`src/rtl/fetch_stage.sv`:
```
// fetch_stage: RISC-V instruction fetch. Holds the fetch PC, issues word
// requests under a credit limit of DEPTH (outstanding + buffered), pairs
// in-order responses with a PC tag queue, buffers {instr, pc} in a DEPTH-entry
// queue and hands them to decode over valid/ready. Redirects flush both queues
// and drop whatever responses are still in flight (FLUSH state).
// Optional build macro FETCH_BYPASS_EN: a response that arrives while the
// queue is empty and nothing is being dropped goes straight to decode in the
// same cycle.
module fetch_stage #(
  parameter logic [31:0] RESET_PC = 32'h0000_0000,
  parameter int          DEPTH    = 2
) (
  input  logic        clk,
  input  logic        rst,
  output logic        imem_req_valid,
  input  logic        imem_req_ready,
  output logic [31:0] imem_req_addr,
  input  logic        imem_rsp_valid,
  input  logic [31:0] imem_rsp_data,
  input  logic        redirect_valid,
  input  logic [31:0] redirect_pc,
  output logic        id_valid,
  input  logic        id_ready,
  output logic [31:0] id_instr,
  output logic [31:0] id_pc
);
  localparam int          AW      = $clog2(DEPTH);
  localparam int          CW      = AW + 1;
  localparam logic [CW:0] DEPTH_X = (CW+1)'(DEPTH);
  localparam logic [31:0] NOP     = 32'h0000_0013;

  typedef enum logic {RUN = 1'b0, FLUSH = 1'b1} state_t;

  state_t          r_state, w_state_nxt;
  logic [31:0]     r_pc;
  logic [CW-1:0]   r_outst, r_drop, w_outst_nxt;
  logic [31:0]     r_iq_instr [DEPTH];
  logic [31:0]     r_iq_pc    [DEPTH];
  logic [AW-1:0]   r_iq_rd, r_iq_wr;
  logic [CW-1:0]   r_iq_cnt;
  logic [31:0]     r_tq_pc    [DEPTH];
  logic [AW-1:0]   r_tq_rd, r_tq_wr;

  logic [CW:0]     w_inflight;
  logic            w_credit, w_req_fire, w_rsp_fire, w_dropping, w_rsp_keep;
  logic            w_iq_empty, w_iq_push, w_iq_pop, w_byp;
  logic            w_unused;

  // Low PC bits never reach memory; fetch is word aligned.
  assign w_unused = ^redirect_pc[1:0];

  assign w_inflight     = {1'b0, r_outst} + {1'b0, r_iq_cnt};
  assign w_credit       = w_inflight < DEPTH_X;
  assign imem_req_valid = !rst & !redirect_valid & w_credit;
  assign imem_req_addr  = r_pc;
  assign w_req_fire     = imem_req_valid & imem_req_ready;

  // A response with nothing outstanding is stray (e.g. issued before reset).
  assign w_rsp_fire  = imem_rsp_valid & (r_outst != '0);
  assign w_dropping  = (r_state == FLUSH);
  assign w_rsp_keep  = w_rsp_fire & !w_dropping;
  assign w_outst_nxt = r_outst + CW'(w_req_fire) - CW'(w_rsp_fire);

  assign w_iq_empty = (r_iq_cnt == '0);
`ifdef FETCH_BYPASS_EN
  assign w_byp = w_iq_empty & w_rsp_keep;
`else
  assign w_byp = 1'b0;
`endif
  // A bypassed response that decode takes this cycle never enters the queue.
  assign w_iq_push = w_rsp_keep & !redirect_valid & !(w_byp & id_ready);
  assign w_iq_pop  = id_ready & !w_iq_empty;

  // Decode view: queue head, or the live response when bypassing.
  always_comb begin
    id_valid = 1'b0;
    id_instr = NOP;
    id_pc    = '0;
    if (!w_iq_empty) begin
      id_valid = 1'b1;
      id_instr = r_iq_instr[r_iq_rd];
      id_pc    = r_iq_pc[r_iq_rd];
    end
`ifdef FETCH_BYPASS_EN
    else if (w_byp) begin
      id_valid = 1'b1;
      id_instr = imem_rsp_data;
      id_pc    = r_tq_pc[r_tq_rd];
    end
`endif
  end

  // FLUSH while stale responses are still owed; a redirect always re-decides.
  always_comb begin
    w_state_nxt = r_state;
    if (redirect_valid)
      w_state_nxt = (w_outst_nxt != '0) ? FLUSH : RUN;
    else if (r_state == FLUSH && w_rsp_fire && r_drop == CW'(1))
      w_state_nxt = RUN;
  end

  // Control state: PC, credit counters, queue pointers, FSM.
  always_ff @(posedge clk) begin
    if (rst) begin
      r_state  <= RUN;
      r_pc     <= {RESET_PC[31:2], 2'b00};
      r_outst  <= '0;
      r_drop   <= '0;
      r_iq_rd  <= '0;
      r_iq_wr  <= '0;
      r_iq_cnt <= '0;
      r_tq_rd  <= '0;
      r_tq_wr  <= '0;
    end else begin
      r_state <= w_state_nxt;
      r_outst <= w_outst_nxt;
      if (redirect_valid) begin
        r_pc     <= {redirect_pc[31:2], 2'b00};
        r_drop   <= w_outst_nxt;
        r_iq_rd  <= '0;
        r_iq_wr  <= '0;
        r_iq_cnt <= '0;
        r_tq_rd  <= '0;
        r_tq_wr  <= '0;
      end else begin
        if (w_req_fire) begin
          r_pc    <= r_pc + 32'd4;
          r_tq_wr <= r_tq_wr + AW'(1);
        end
        if (w_rsp_fire && w_dropping) r_drop  <= r_drop - CW'(1);
        if (w_rsp_keep)               r_tq_rd <= r_tq_rd + AW'(1);
        if (w_iq_push)                r_iq_wr <= r_iq_wr + AW'(1);
        if (w_iq_pop)                 r_iq_rd <= r_iq_rd + AW'(1);
        r_iq_cnt <= r_iq_cnt + CW'(w_iq_push) - CW'(w_iq_pop);
      end
    end
  end

  // Queue payload storage; validity is tracked by the pointers above.
  always_ff @(posedge clk) begin
    if (w_req_fire) r_tq_pc[r_tq_wr] <= r_pc;
    if (w_iq_push) begin
      r_iq_instr[r_iq_wr] <= imem_rsp_data;
      r_iq_pc[r_iq_wr]    <= r_tq_pc[r_tq_rd];
    end
  end

endmodule

```
`config.mk`:
```
export PLATFORM = sky130hd
export DESIGN_NAME = fetch_stage
export DESIGN_NICKNAME = d
export VERILOG_FILES = /design/src/rtl/fetch_stage.sv
export SDC_FILE = /design/constraint.sdc
export NUM_CORES = 1
export LEC_CHECK = 0
export BUFFER_PORTS_ARGS = -buffer_cell sky130_fd_sc_hd__buf_2
export CAP_MARGIN = 30
export CELL_PAD_IN_SITES_DETAIL_PLACEMENT = 1
export CELL_PAD_IN_SITES_GLOBAL_PLACEMENT = 2
export CORE_MARGIN = 2
export CORE_UTILIZATION = 41
export CTS_CLUSTER_DIAMETER = 60
export DETAILED_ROUTE_END_ITERATION = 8
export MAX_ROUTING_LAYER = met4
export PLACE_DENSITY_LB_ADDON = 0.15
export SYNTH_ARGS = -nofsm -noshare
export SYNTH_HDL_FRONTEND = slang
export SYNTH_SLANG_ARGS = --single-unit
```
`constraint.sdc`:
```
create_clock -name clk -period 6.2 [get_ports clk]
set_input_delay 0.62 -clock clk [delete_from_list [all_inputs] [get_ports clk]]
set_output_delay 0.62 -clock clk [all_outputs]
set_load 0.005 [all_outputs]
```
### Word level (Yosys, flattened, before mapping)

Memories as Yosys holds them, arrays and structs flattened. A register that Yosys moved wholly into a read port is not among the register bits.
Cells that the tools add are included.

| word-level totals | value |
|---|---|
| flip-flop bits (word level) | 43 |
| bits in writable memories | 192 |
| word-level logic and storage cells | 66 |
| memories kept | 3 |

Memories:

| name | words | width | rd ports | clocked after memory_dff | wr ports | line | source |
|---|---|---|---|---|---|---|---|
| r_iq_instr | 2 | 32 | 1 | 1 | 1 | 37 | `logic [31:0] r_iq_instr [DEPTH];` |
| r_iq_pc | 2 | 32 | 1 | 1 | 1 | 38 | `logic [31:0] r_iq_pc [DEPTH];` |
| r_tq_pc | 2 | 32 | 1 | 1 | 1 | 41 | `logic [31:0] r_tq_pc [DEPTH];` |

| cells by class | value |
|---|---|
| $add $sub $neg | 11 |
| magnitude comparators | 1 |
| eq/ne operators | 1 |
| muxes and demuxes | 20 |
| bitwise operators | 7 |
| reduce and logical (&&, ||, !) cells | 13 |

Operators by type and width:

| cell | number |
|---|---|
| $mux 32 | 4 |
| $add 32x3->32 const B | 1 |
| $mux 1 | 14 |
| $reduce_bool 2->1 | 5 |
| $and 1x1->1 | 7 |
| $add 1x1->1 const B | 4 |
| $add 2x1->2 | 2 |
| $logic_not 1->1 | 4 |
| $mux 2 | 2 |
| $sub 2x1->2 | 2 |
| $add 2x2->3 | 1 |
| $lt 3x2->1 const B | 1 |
| $eq 2x1->1 const B | 1 |
| $logic_and 1x1->1 | 2 |
| $logic_not 2->1 | 1 |
| $reduce_or 2->1 | 1 |
| $sub 2x1->2 const B | 1 |

### Longest topological paths before layout

Gate-level depths: netlist of run 1.

| logic depth | value |
|---|---|
| depth after elaboration | 9 |
| gate-level depth with buffers | 12 |
| gate-level depth less buffers | 11 |

### Least setup slack after synthesis of run 1

OpenSTA, ideal clock, no wires.

| path | value |
|---|---|
| path type | input to register |
| start | input port redirect_valid |
| end | memory r_iq_instr[0][0] (enable) |
| library setup time | 0.482 ns |
| arrival | 3.979 ns |
| required time | 5.718 ns |
| slack | 1.739 ns |
| stages | 5 |
| path buffers | 2 |
| path through | clkbuf_1 > clkbuf_1 > nor3_1 > inv_1 > nor2_1 |

| between the ends | value |
|---|---|
| word-level cells in the longest chain between the ends | 4 |

RTL lines:

| what | line | source |
|---|---|---|
| start: declaration | 20 | `input logic redirect_valid,` |
| $logic_not 1->1 | 71 | `assign w_iq_push = w_rsp_keep & !redirect_valid & !(w_byp & id_ready);` |
| $and 1x1->1 | 71 |  |
| $mux 1 | 142 | `if (w_iq_push) begin` |
| $mux 1 (not written as such) | 143 | `r_iq_instr[r_iq_wr] <= imem_rsp_data;` |
| end: declaration | 37 |  |

No other way between the ends.

### Worst setup path after layout of run 1

| path | value |
|---|---|
| start | register r_iq_cnt[0] |
| end | register r_state |

| between the ends | value |
|---|---|
| word-level cells in the longest chain between the ends | 9 |

RTL lines:

| what | line | source |
|---|---|---|
| start: declaration | 40 | `logic [CW-1:0] r_iq_cnt;` |
| start signal: assignment | 134 | `r_iq_cnt <= r_iq_cnt + CW'(w_iq_push) - CW'(w_iq_pop);` |
| $add 2x2->3 | 52 | `assign w_inflight = {1'b0, r_outst} + {1'b0, r_iq_cnt};` |
| $lt 3x2->1 | 53 | `assign w_credit = w_inflight < DEPTH_X;` |
| $and 1x1->1 | 54 | `assign imem_req_valid = !rst & !redirect_valid & w_credit;` |
| $and 1x1->1 | 56 | `assign w_req_fire = imem_req_valid & imem_req_ready;` |
| $add 2x1->2 | 62 | `assign w_outst_nxt = r_outst + CW'(w_req_fire) - CW'(w_rsp_fire);` |
| $sub 2x1->2 | 62 |  |
| $reduce_bool 2->1 | 97 | `w_state_nxt = (w_outst_nxt != '0) ? FLUSH : RUN;` |
| $mux 1 | 97 |  |
| $mux 1 | 96 | `if (redirect_valid)` |
| end signal: assignment | 115 | `r_state <= w_state_nxt;` |
| end: declaration | 34 | `state_t r_state, w_state_nxt;` |

No other way between the ends.
A chain may end at the register's enable or synchronous reset.

==> impl_metrics.yaml, run 1 <==
synthesis:
  yosysTopAreaCellShare_pct: 59.35
  yosysSeqAreaShare_pct: 68.59
  netlist_top_cells_count: "edfxtp_1, nor2_1, mux2i_1, dfxtp_1, mux2_2"
  async_flop_share_pct: 0
  synth_area_sq_um: 9310
  ys_types: 59
  avgSynthCellArea_sq_um: 14.04
  ys_seq_elements: 227
  ys_top_cells_by_area: "edfxtp_1, dfxtp_1, mux2i_1"
  synth_edf_count: 184
  ys.flop_type: "edfxtp_1"
  synth_most_common_cell: "edfxtp_1"
  yosys_warnings: 0
  synth_cells: 663
  yosysTopAreaCell: "edfxtp_1"
final_layout:
  seqCellArea_sq_um: 6390
  diodes: 0
  nNetsFinal: 900
  n_fill_cell: 2316
  area_growth_pct: 20.36
  drive_above_1_share_pct: 29.73
  post-route-util_pct: 49.95
  multi_input_area_sq_um: 2733
placed_design:
  dpl.hpwl_um: 14150
  place_ws_ns: 2.927
  port-buffer-count: 161
  gp_congestion: 0.8092
detailed_routing:
  num_vias: 5980
  wire_per_inst_um: 19.13
  drt_pass1_iterations: 4
  antenna_left: 0
  drt_iter0_markers: 234
  viasPerCell: 5.311
  drc: 0
  wirelength_um: 21550
outcome:
  status: "finished, final reports clean"
die:
  die_y_um: 154.7
  die-area_sq_um: 23930
  die_w_um: 154.7
  core_sq_um: 22430
  rows: 55
  start_util_pct: 41.50
  ios: 168
cts:
  clock-root-buffer: "clkbuf_16"
  cts.sinks: 227
  cts_buffers: 24
  post_cts_buffers: 0
  hold_buffers: 0
  clock_latency_ns: 0.51
  clkTransAtPathRegs_ns: 0.06
  cts_tree: "built"
  cts_resized: 0
  clock_path_buffers: 3
  cts-htree-levels: 1
global_route:
  grt_pass1_vias: 6307
  grt_max_degree: 63
  grt_use_total_pct: 18.36
  overflow: 0
  antenna_found_initial: 0
  grt_pass1_wl_um: 34140
setup_path:
  r2r-start: "r_iq_cnt[0]$_SDFF_PP0_"
  cp-end-kind: "flop"
  critPathBufInv: 2
  startpoint_type: "flop"
  crit_chain: "and2_1 > fa_1 > or3b_1 > nor2_1 > inv_1 > ha_1 > inv_1 > ha_1 > xor2_1 > xnor2_1 > a311oi_1"
  crit_family: "simple AND/OR/NAND/NOR gates"
  cp.arrival_ns: 3.67
  crit_path_max_incr_delay_ns: 0.60
  crit_type: "flop to flop"
  cp.required_ns: 6.60
  r2r_setup_slack_ns: 2.93
  critPathMaxFanout: 10
  cp-startpoint: "r_iq_cnt[0]$_SDFF_PP0_"
  slowest_stage: "or3b_1"
timing:
  worstMarginPinSlew_ns: 0.8807
  clock_skew_ns: 0.01324
  final_hold_viol_count: 0
  fmax_ghz: 0.3054
  holdWs_ns: 0.3019
  finalMaxSlewViolations: 0
  fin_crit_sh_pct: 52.81
  period_minus_slack_ns: 3.274
  finalWorstSetupSlack_ns: 2.926
  max-slew-margin-rel_pct: 41.29
  finalSetupTns_ns: 0
  rsz0062_at_grt: "false"
  setup_viol: 0
pwr:
  power.density_nw_per_um2: 318.1
  peakVddDrop_mv: 0.1751
  p_leak_nw: 4.037
  power_w: 0.003565
min_path:
  hp-class: "input port to flop"
  worstHoldStart: "imem_rsp_data[23]"
job:
  cap_violations: 0
-- kinds of logic (layout without fill, tap and decap cells) --
group | Yosys count | after routing | synth area share, %
adder cells (fa/ha/maj) | 7 | 7 | 1.021
other | 1 | 4 | 0.04028
XOR/XNOR | 18 | 18 | 1.693
AND/OR/NAND/NOR | 207 | 207 | 11.40
AO/OA/AOI/OAI | 57 | 57 | 4.583
flip-flops | 227 | 227 | 68.59
multiplexers | 92 | 92 | 10.29
buffers and inverters | 54 | 229 | 2.379
-- per-layer routing --
layer	wire length [um]	global-route usage, %
met5	0	-
met4	392	4.850
met3	1208	3.250
met2	10220	29.87
met1	9725	24.00
-- placed cells by master (no fill, tap or decap), types with 3 or more instances in the layout --
cell	netlist	layout
nand4_1	12	12
o21ai_0	6	6
o211ai_1	3	3
mux2i_1	62	62
nor4_1	7	7
clkinv_2	0	5
conb_1	1	4
xnor2_1	12	12
nand3_1	13	13
clkbuf_1	25	7
dfxtp_1	43	42
and3_1	5	5
a2111oi_0	3	3
and2_1	8	7
o31ai_1	3	3
and4_1	5	5
or3_1	6	6
ha_1	6	6
nor2_1	99	96
buf_2	3	161
nor4b_1	3	3
a21oi_1	7	7
edfxtp_1	184	184
nor3b_1	3	3
or2_2	3	3
nand2_1	22	22
clkbuf_16	0	25
mux2_2	30	30
inv_1	14	14
nor3_1	6	6
xor2_1	6	6
a211oi_1	11	11
a311oi_1	10	10
or4_1	4	4
buf_4	4	9
-- through the flow --
step / area (sq um) / instances
floorplan: 9321 / 666
global placement: 10410 / 1081
detailed placement: 10430 / 1082
CTS: 11210 / 1126
global route: 11210 / 1126
finish: 11210 / 1126
-- flip-flops by register name (all words and copies together), names as in the netlist, named ones only --
signal and flops:
imem_req_addr 30, r_drop 2, r_iq_cnt 2, r_iq_instr 64, r_iq_pc 60, r_iq_rd 1, r_iq_wr 1, r_outst 2
r_state 1, r_tq_pc 60, r_tq_rd 1, r_tq_wr 1
-- worst register-to-register path, cell delays in order, from the launching register on --
cell      delay [ns]
dfxtp_1         0.39
and2_1          0.17
fa_1            0.47
or3b_1          0.60
nor2_1          0.29
inv_1           0.13
ha_1            0.29
inv_1           0.04
ha_1            0.18
xor2_1          0.15
xnor2_1         0.16
a311oi_1        0.31
-- cell type report --
class / instances / area share [%]
Inverter: 14 / 0.4690
Tap cell: 285 / 3.182
Timing Repair Buffer: 171 / 8.039
Sequential cell: 227 / 57.02
Clock inverter: 11 / 0.9603
Multi-Input combinational cell: 385 / 24.39
Clock buffer: 33 / 5.940
-- power by group --
| part | switching (W) | internal, W |
|---|---|---|
| Combinational | 0.000207 | 0.000142 |
| Clock | 0.000563 | 0.000834 |
| Sequential | 0.0000631 | 0.00176 |
| Total | 0.000833 | 0.00273 |
-- path summary, 6_finish.rpt --
| kind | cells after the start | endpoint |
|---|---|---|
| hold reg to reg | 2 | r_tq_rd$_SDFFE_PP0N_ |
| hold / removal | 1 | r_iq_instr[0][23]$_DFFE_PP_ |
| setup / recovery | 11 | r_state$_SDFFE_PP0P_ |
| setup reg to reg | 11 | r_state$_SDFFE_PP0P_ |
Note: power is estimated with default switching activity, not from simulation.
==> inputs of run 2 (changes only) <==
CORE_UTILIZATION = 38   (was 41)
clock period = 3.03 ns   (was 6.2 ns; I/O delays follow)
==> run 2 against run 1 <==
Against the previous run: first-iteration DRC count is 64% higher; count of clock-buffer cells in the layout is 3 lower; combinational power is 120% higher; wire length is 7.7% higher; largest cell class unchanged; die area is 7.7% higher; worst setup slack worse by 2.7 ns; register-to-register slack worse by 2.7 ns; total power is 120% higher; clock skew is 0.00074 ns higher.
==> impl_metrics.yaml, run 2 (same netlist as run 1, synthesis figures left out) <==
outcome:
  status: "finished, final reports clean"
final_layout:
  nNetsFinal: 941
  post-route-util_pct: 48.73
  diodes: 0
  drive_above_1_share_pct: 30.24
  layout_commonest_cell: "edfxtp_1"
  largest_reg_flops: 64
  final_cell_mix: "edfxtp_1, buf_2, nor2_1, mux2i_1, dfxtp_1"
  n_fill_cell: 2502
  reg_top3: "r_iq_instr x64, r_iq_pc x60, r_tq_pc x60"
  regMostFlops: "r_iq_instr"
  area_growth_pct: 26.56
setup_path:
  cp-end-kind: "flop"
  cp.required_ns: 3.44
  cp-startpoint: "r_outst[0]$_SDFF_PP0_"
  r2r-start: "r_outst[0]$_SDFF_PP0_"
  slowest_stage: "fa_1"
  cp.arrival_ns: 3.25
  r2r_setup_slack_ns: 0.18
  reg2reg_to: "r_state$_SDFFE_PP0P_"
  endpoint: "r_state$_SDFFE_PP0P_"
  startpoint_type: "flop"
  critPathMaxFanout: 4
  ff2ff_path_depth: 11
  crit_type: "flop to flop"
  crit_path_max_incr_delay_ns: 0.50
  crit_chain: "and2_1 > fa_1 > or3b_1 > nor2_2 > inv_1 > ha_1 > inv_1 > ha_1 > xor2_1 > xnor2_1 > a311oi_1"
cts:
  clkTransAtPathRegs_ns: 0.06
  clock_latency_ns: 0.52
  cts-htree-levels: 1
  cts_buffers: 25
  cts_tree: "built"
  clock-root-buffer: "clkbuf_16"
  clock_path_buffers: 3
  cts.sinks: 227
  post_cts_buffers: 0
pwr:
  p_leak_nw: 4.264
  peakVddDrop_mv: 0.3115
  power.density_nw_per_um2: 651.3
  power_w: 0.007675
timing:
  fin_crit_sh_pct: 93.90
  final_hold_viol_count: 0
  fmax_ghz: 0.3515
  rsz0062_at_grt: "false"
  max-slew-margin-rel_pct: 55.08
  finalMaxSlewViolations: 0
  worstMarginPinSlew_ns: 0.6730
  finalSetupTns_ns: 0
  period_minus_slack_ns: 2.845
  clock_skew_ns: 0.01398
  setup_viol: 0
global_route:
  grt_max_degree: 60
  grt_pass1_vias: 6624
  grt_pass1_wl_um: 36450
  antenna_found_initial: 0
  grt_use_total_pct: 18.37
  overflow: 0
job:
  cap_violations: 0
placed_design:
  dpl.hpwl_um: 15550
  gp_congestion: 0.8419
  port-buffer-count: 161
die:
  die-area_sq_um: 25770
  die_y_um: 160.5
  die_w_um: 160.5
  start_util_pct: 38.51
  core_sq_um: 24180
  ios: 168
  rows: 57
detailed_routing:
  num_vias: 6106
  drc: 0
  drt_iter0_markers: 384
  wire_per_inst_um: 19.23
  viasPerCell: 5.059
  antenna_left: 0
  drt_pass1_iterations: 4
  wirelength_um: 23220
min_path:
  worstHoldStart: "redirect_pc[19]"
  hp-class: "input port to flop"
run 2: cell count changes in the layout (fill, tap and decap cells not counted), sizes merged:
cell / previous run / this run
buf: 171 / 179
bufinv: 2 / 4
clkbuf: 33 / 30
clkinvlp: 2 / 3
dlygate4sd3: 0 / 32
inv: 14 / 16
run 2: area by class of cell:
| cell class | count | area [sq um] | area share (%) |
|---|---|---|---|
| sequential | 227 | 6391 | 54.24 |
| timing repair buffer | 211 | 1324 | 11.23 |
| tap | 324 | 405.4 | 3.441 |
| multi-input combinational | 385 | 2735 | 23.21 |
| clock inverter | 16 | 200.2 | 1.699 |
| clock buffer | 30 | 674.4 | 5.724 |
| inverter | 14 | 52.55 | 0.4460 |
run 2: per-layer routing:
layer  GRT usage, %  vias to the layer above  part of all wire (%)
met3          2.505                       24                   5.3
met5              -                        -                     0
met2          30.80                      183                    48
met4          3.849                        0                   1.2
met1          24.06                     3008                    45
li1               -                     2891                     -
run 2: timing repair:
item	CTS	global route
setup endpoints to repair	0	2
endpoints found under the hold margin	64	0
gates resized for setup	0	2
hold buffers	32	0
run 2: power by group:
| group | internal (W) | switching [W] |
|---|---|---|
| clock | 0.00194 | 0.00123 |
| sequential | 0.00359 | 0.000132 |
| combinational | 0.000338 | 0.000442 |
run 2: how the worst min path moves through the flow:
| stage | cells past startpoint | to | slack [ns] |
|---|---|---|---|
| 2_1_floorplan | 0 | r_iq_instr[0][0]$_DFFE_PP_ | 0.40 |
| 3_3_place_gp | 2 | flop | 0.49 |
| 3_5_place_dp | 1 | r_iq_instr[0][29]$_DFFE_PP_ | 0.50 |
| 4_1_cts | 3 | imem_req_addr[2]$_SDFFE_PP0P_ | 0.02 |
| 5_1_grt | 3 | imem_req_addr[19]$_SDFFE_PP0P_ | 0.03 |
| 6_report | 3 | imem_req_addr[19]$_SDFFE_PP0P_ | 0.03 |
run 2: worst max-delay path, delay by kind of cell, from the launching register on:
family          cells  cell delay [ns]
flops               1             0.33
compound gates      1             0.30
fa+ha+maj           3             0.96
xor+xnor            2             0.31
buf+inv             2             0.12
simple gates        3             0.72
run 2: stage by stage:
step / area, sq um / hold slack, ns / setup slack (ns) / std cells
final: 11780 / 0.03290 / 0.1849 / 1207
after global routing: 11780 / 0.02845 / 0.03799 / 1207
after CTS: 11780 / 0.01540 / 0.07237 / 1207
after detailed placement: 10580 / 0.4972 / 0.1051 / 1129
after global placement: 10580 / 0.4911 / 0.2456 / 1129
after floorplan: 9331 / 0.4019 / 0.08446 / 666
==> inputs of run 3 (changes only) <==
BUFFER_PORTS_ARGS = not set   (was -buffer_cell sky130_fd_sc_hd__buf_2)
CORE_UTILIZATION = 43   (was 38)
DONT_BUFFER_PORTS = 1   (was not set)
==> run 3 against run 2 <==
Against the previous run: non-clock buffer count shrank 136; critical path depth down 3; final area decreased by 6.0%; total power fell by 5.7%; first-iteration DRC count down 35%; final cell count fell by 16%; clock power down 11%; largest cell class unchanged; highest routed layer unchanged; critical endpoint is now imem_req_addr[17]$_SDFFE_PP0P_; worst setup slack improved by 0.016 ns; core utilization up 3.6 points; flip-flop and latch count stayed put; die area fell by 11%; sequential power about the same.
==> impl_metrics.yaml, run 3 (same netlist as run 1, synthesis figures left out) <==
setup_path:
  cp.arrival_ns: 3.29
  crit_type: "flop to flop"
  r2r-start: "r_outst[0]$_SDFF_PP0_"
  r2r_setup_slack_ns: 0.20
  startpoint_type: "flop"
  reg2reg_to: "imem_req_addr[17]$_SDFFE_PP0P_"
  ff2ff_path_depth: 8
  cp-end-kind: "flop"
  cp.required_ns: 3.49
  critPathMaxFanout: 11
pwr:
  power_w: 0.007240
  switching_share_pct: 22.87
  power.density_nw_per_um2: 654.0
  power_frac_comb_pct: 9.5
  peakVddDrop_mv: 0.3563
  clkPwrFrac_pct: 39.0
  p_leak_nw: 3.570
  seqPwrFrac_pct: 51.5
  p_int_w: 0.005584
  switchingPower_w: 0.001656
placed_design:
  port-buffer-count: 0
  place_ws_ns: 0.1366
  dpl.hpwl_um: 13730
  gp_congestion: 0.7823
die:
  die-area_sq_um: 22840
  core_sq_um: 21150
  die_y_um: 151.1
  ios: 168
  rows: 53
  die_w_um: 151.1
  start_util_pct: 44.01
detailed_routing:
  wire_per_inst_um: 20.85
  drc: 0
  antenna_left: 0
  wirelength_um: 21240
  drt_pass1_iterations: 4
  num_vias: 5600
  drt_iter0_markers: 250
  viasPerCell: 5.496
timing:
  clock_skew_ns: 0.02672
  finalWorstSetupSlack_ns: 0.2009
  finalSetupTns_ns: 0
  fin_crit_sh_pct: 93.37
  fmax_ghz: 0.3535
  setup_viol: 0
  rsz0062_at_grt: "false"
  finalMaxSlewViolations: 0
  worstMarginPinSlew_ns: 0.7835
  period_minus_slack_ns: 2.829
  final_hold_viol_count: 0
  max-slew-margin-rel_pct: 47.76
final_layout:
  multi_input_area_sq_um: 2738
  diodes: 0
  reg_top3: "r_iq_instr x64, r_iq_pc x60, r_tq_pc x60"
  area_growth_pct: 18.91
  layout_commonest_cell: "edfxtp_1"
  drive_above_1_share_pct: 13.04
  nNetsFinal: 804
  regMostFlops: "r_iq_instr"
  seqCellArea_sq_um: 6391
  final_cell_mix: "edfxtp_1, nor2_1, mux2i_1, dlygate4sd3_1, dfxtp_1"
  post-route-util_pct: 52.33
  largest_reg_flops: 64
  n_fill_cell: 2043
cts:
  clock_latency_ns: 0.52
  cts_tree: "built"
  clkTransAtPathRegs_ns: 0.06
  cts_buffers: 24
  clock-root-buffer: "clkbuf_16"
  cts.sinks: 227
  clock_path_buffers: 3
  cts-htree-levels: 1
global_route:
  grt_use_total_pct: 19.28
  grt_max_degree: 63
  antenna_found_initial: 0
  overflow: 0
  grt_pass1_vias: 5913
  grt_pass1_wl_um: 32930
job:
  cap_violations: 0
min_path:
  whs_endpoint: "imem_req_addr[29]$_SDFFE_PP0P_"
  hold_depth: 2
  hp-class: "input port to flop"
  worstHoldStart: "redirect_pc[29]"
outcome:
  status: "finished, final reports clean"
run 3: changes by cell type in the layout (fill, tap and decap cells not counted), moves of 2 or more:
cell           before  now
inv_6               2    0
buf_2             161    0
bufinv_16           4    2
clkinvlp_4          3    0
dlygate4sd3_1      32   59
clkinv_4            2    0
clkbuf_1            2    7
buf_4              13   11
run 3: critical path, cell delays in order (launching register included):
cell and delay (ns):
dfxtp_1 0.37, and2_1 0.17, fa_2 0.48, nor3b_1 0.22, buf_4 0.22, nand4_1 0.21
or3_1 0.40, a31oi_1 0.16, dlygate4sd3_1 0.56
run 3: power by group through the flow:
| stage | clock, W | combinational [W] | sequential, W |
|---|---|---|---|
| 2_1_floorplan | 0 | 0.000462 | 0.00374 |
| 3_3_place_gp | 0 | 0.000583 | 0.00379 |
| 3_5_place_dp | 0 | 0.000610 | 0.00380 |
| 4_1_cts | 0.00290 | 0.000694 | 0.00373 |
| 5_1_grt | 0.00303 | 0.000762 | 0.00375 |
| 6_report | 0.00282 | 0.000685 | 0.00373 |
run 3: worst max path at each step:
stage | start | to
after floorplan | r_outst[0]$_SDFF_PP0_ | r_tq_pc[0][10]$_DFFE_PP_
after global placement | r_iq_cnt[0]$_SDFF_PP0_ | r_state$_SDFFE_PP0P_
after detailed placement | r_iq_cnt[0]$_SDFF_PP0_ | r_state$_SDFFE_PP0P_
after CTS | r_iq_cnt[0]$_SDFF_PP0_ | r_state$_SDFFE_PP0P_
after global routing | r_outst[0]$_SDFF_PP0_ | r_state$_SDFFE_PP0P_
final | r_outst[0]$_SDFF_PP0_ | imem_req_addr[17]$_SDFFE_PP0P_
run 3: per-stage QoR:
stage	instance area [sq um]	hold WS, ns	instances
3_5_place_dp	9682	0.3788	916
5_1_grt	11070	0.01371	1019
2_1_floorplan	9331	0.4019	666
3_3_place_gp	9682	0.3781	916
4_1_cts	11060	0.0008768	1019
6_report	11070	0.01897	1019
run 3: final cells by class:
| class | count | share of cell area, % |
|---|---|---|
| clock buffers | 34 | 6.035 |
| clock inverters | 9 | 0.9381 |
| inverters | 14 | 0.4747 |
| multi-input cells | 385 | 24.73 |
| flip-flops and latches | 227 | 57.73 |
| well taps | 275 | 3.108 |
| repair buffers | 75 | 6.985 |
run 3: repair_timing:
action | in CTS | in global routing
resized for setup | 0 | 3
hold endpoints to repair | 98 | 0
hold buffers | 60 | 0
setup endpoints to repair | 0 | 1
setup buffers | 0 | 0
run 3: metal layers:
metal	up-vias	GRT usage (%)	routed length (um)
met5	-	-	0
met4	0	4.720	439
met3	34	4.548	1557
met2	181	31.23	10040
met1	2770	24.76	9210
li1	2615	-	-
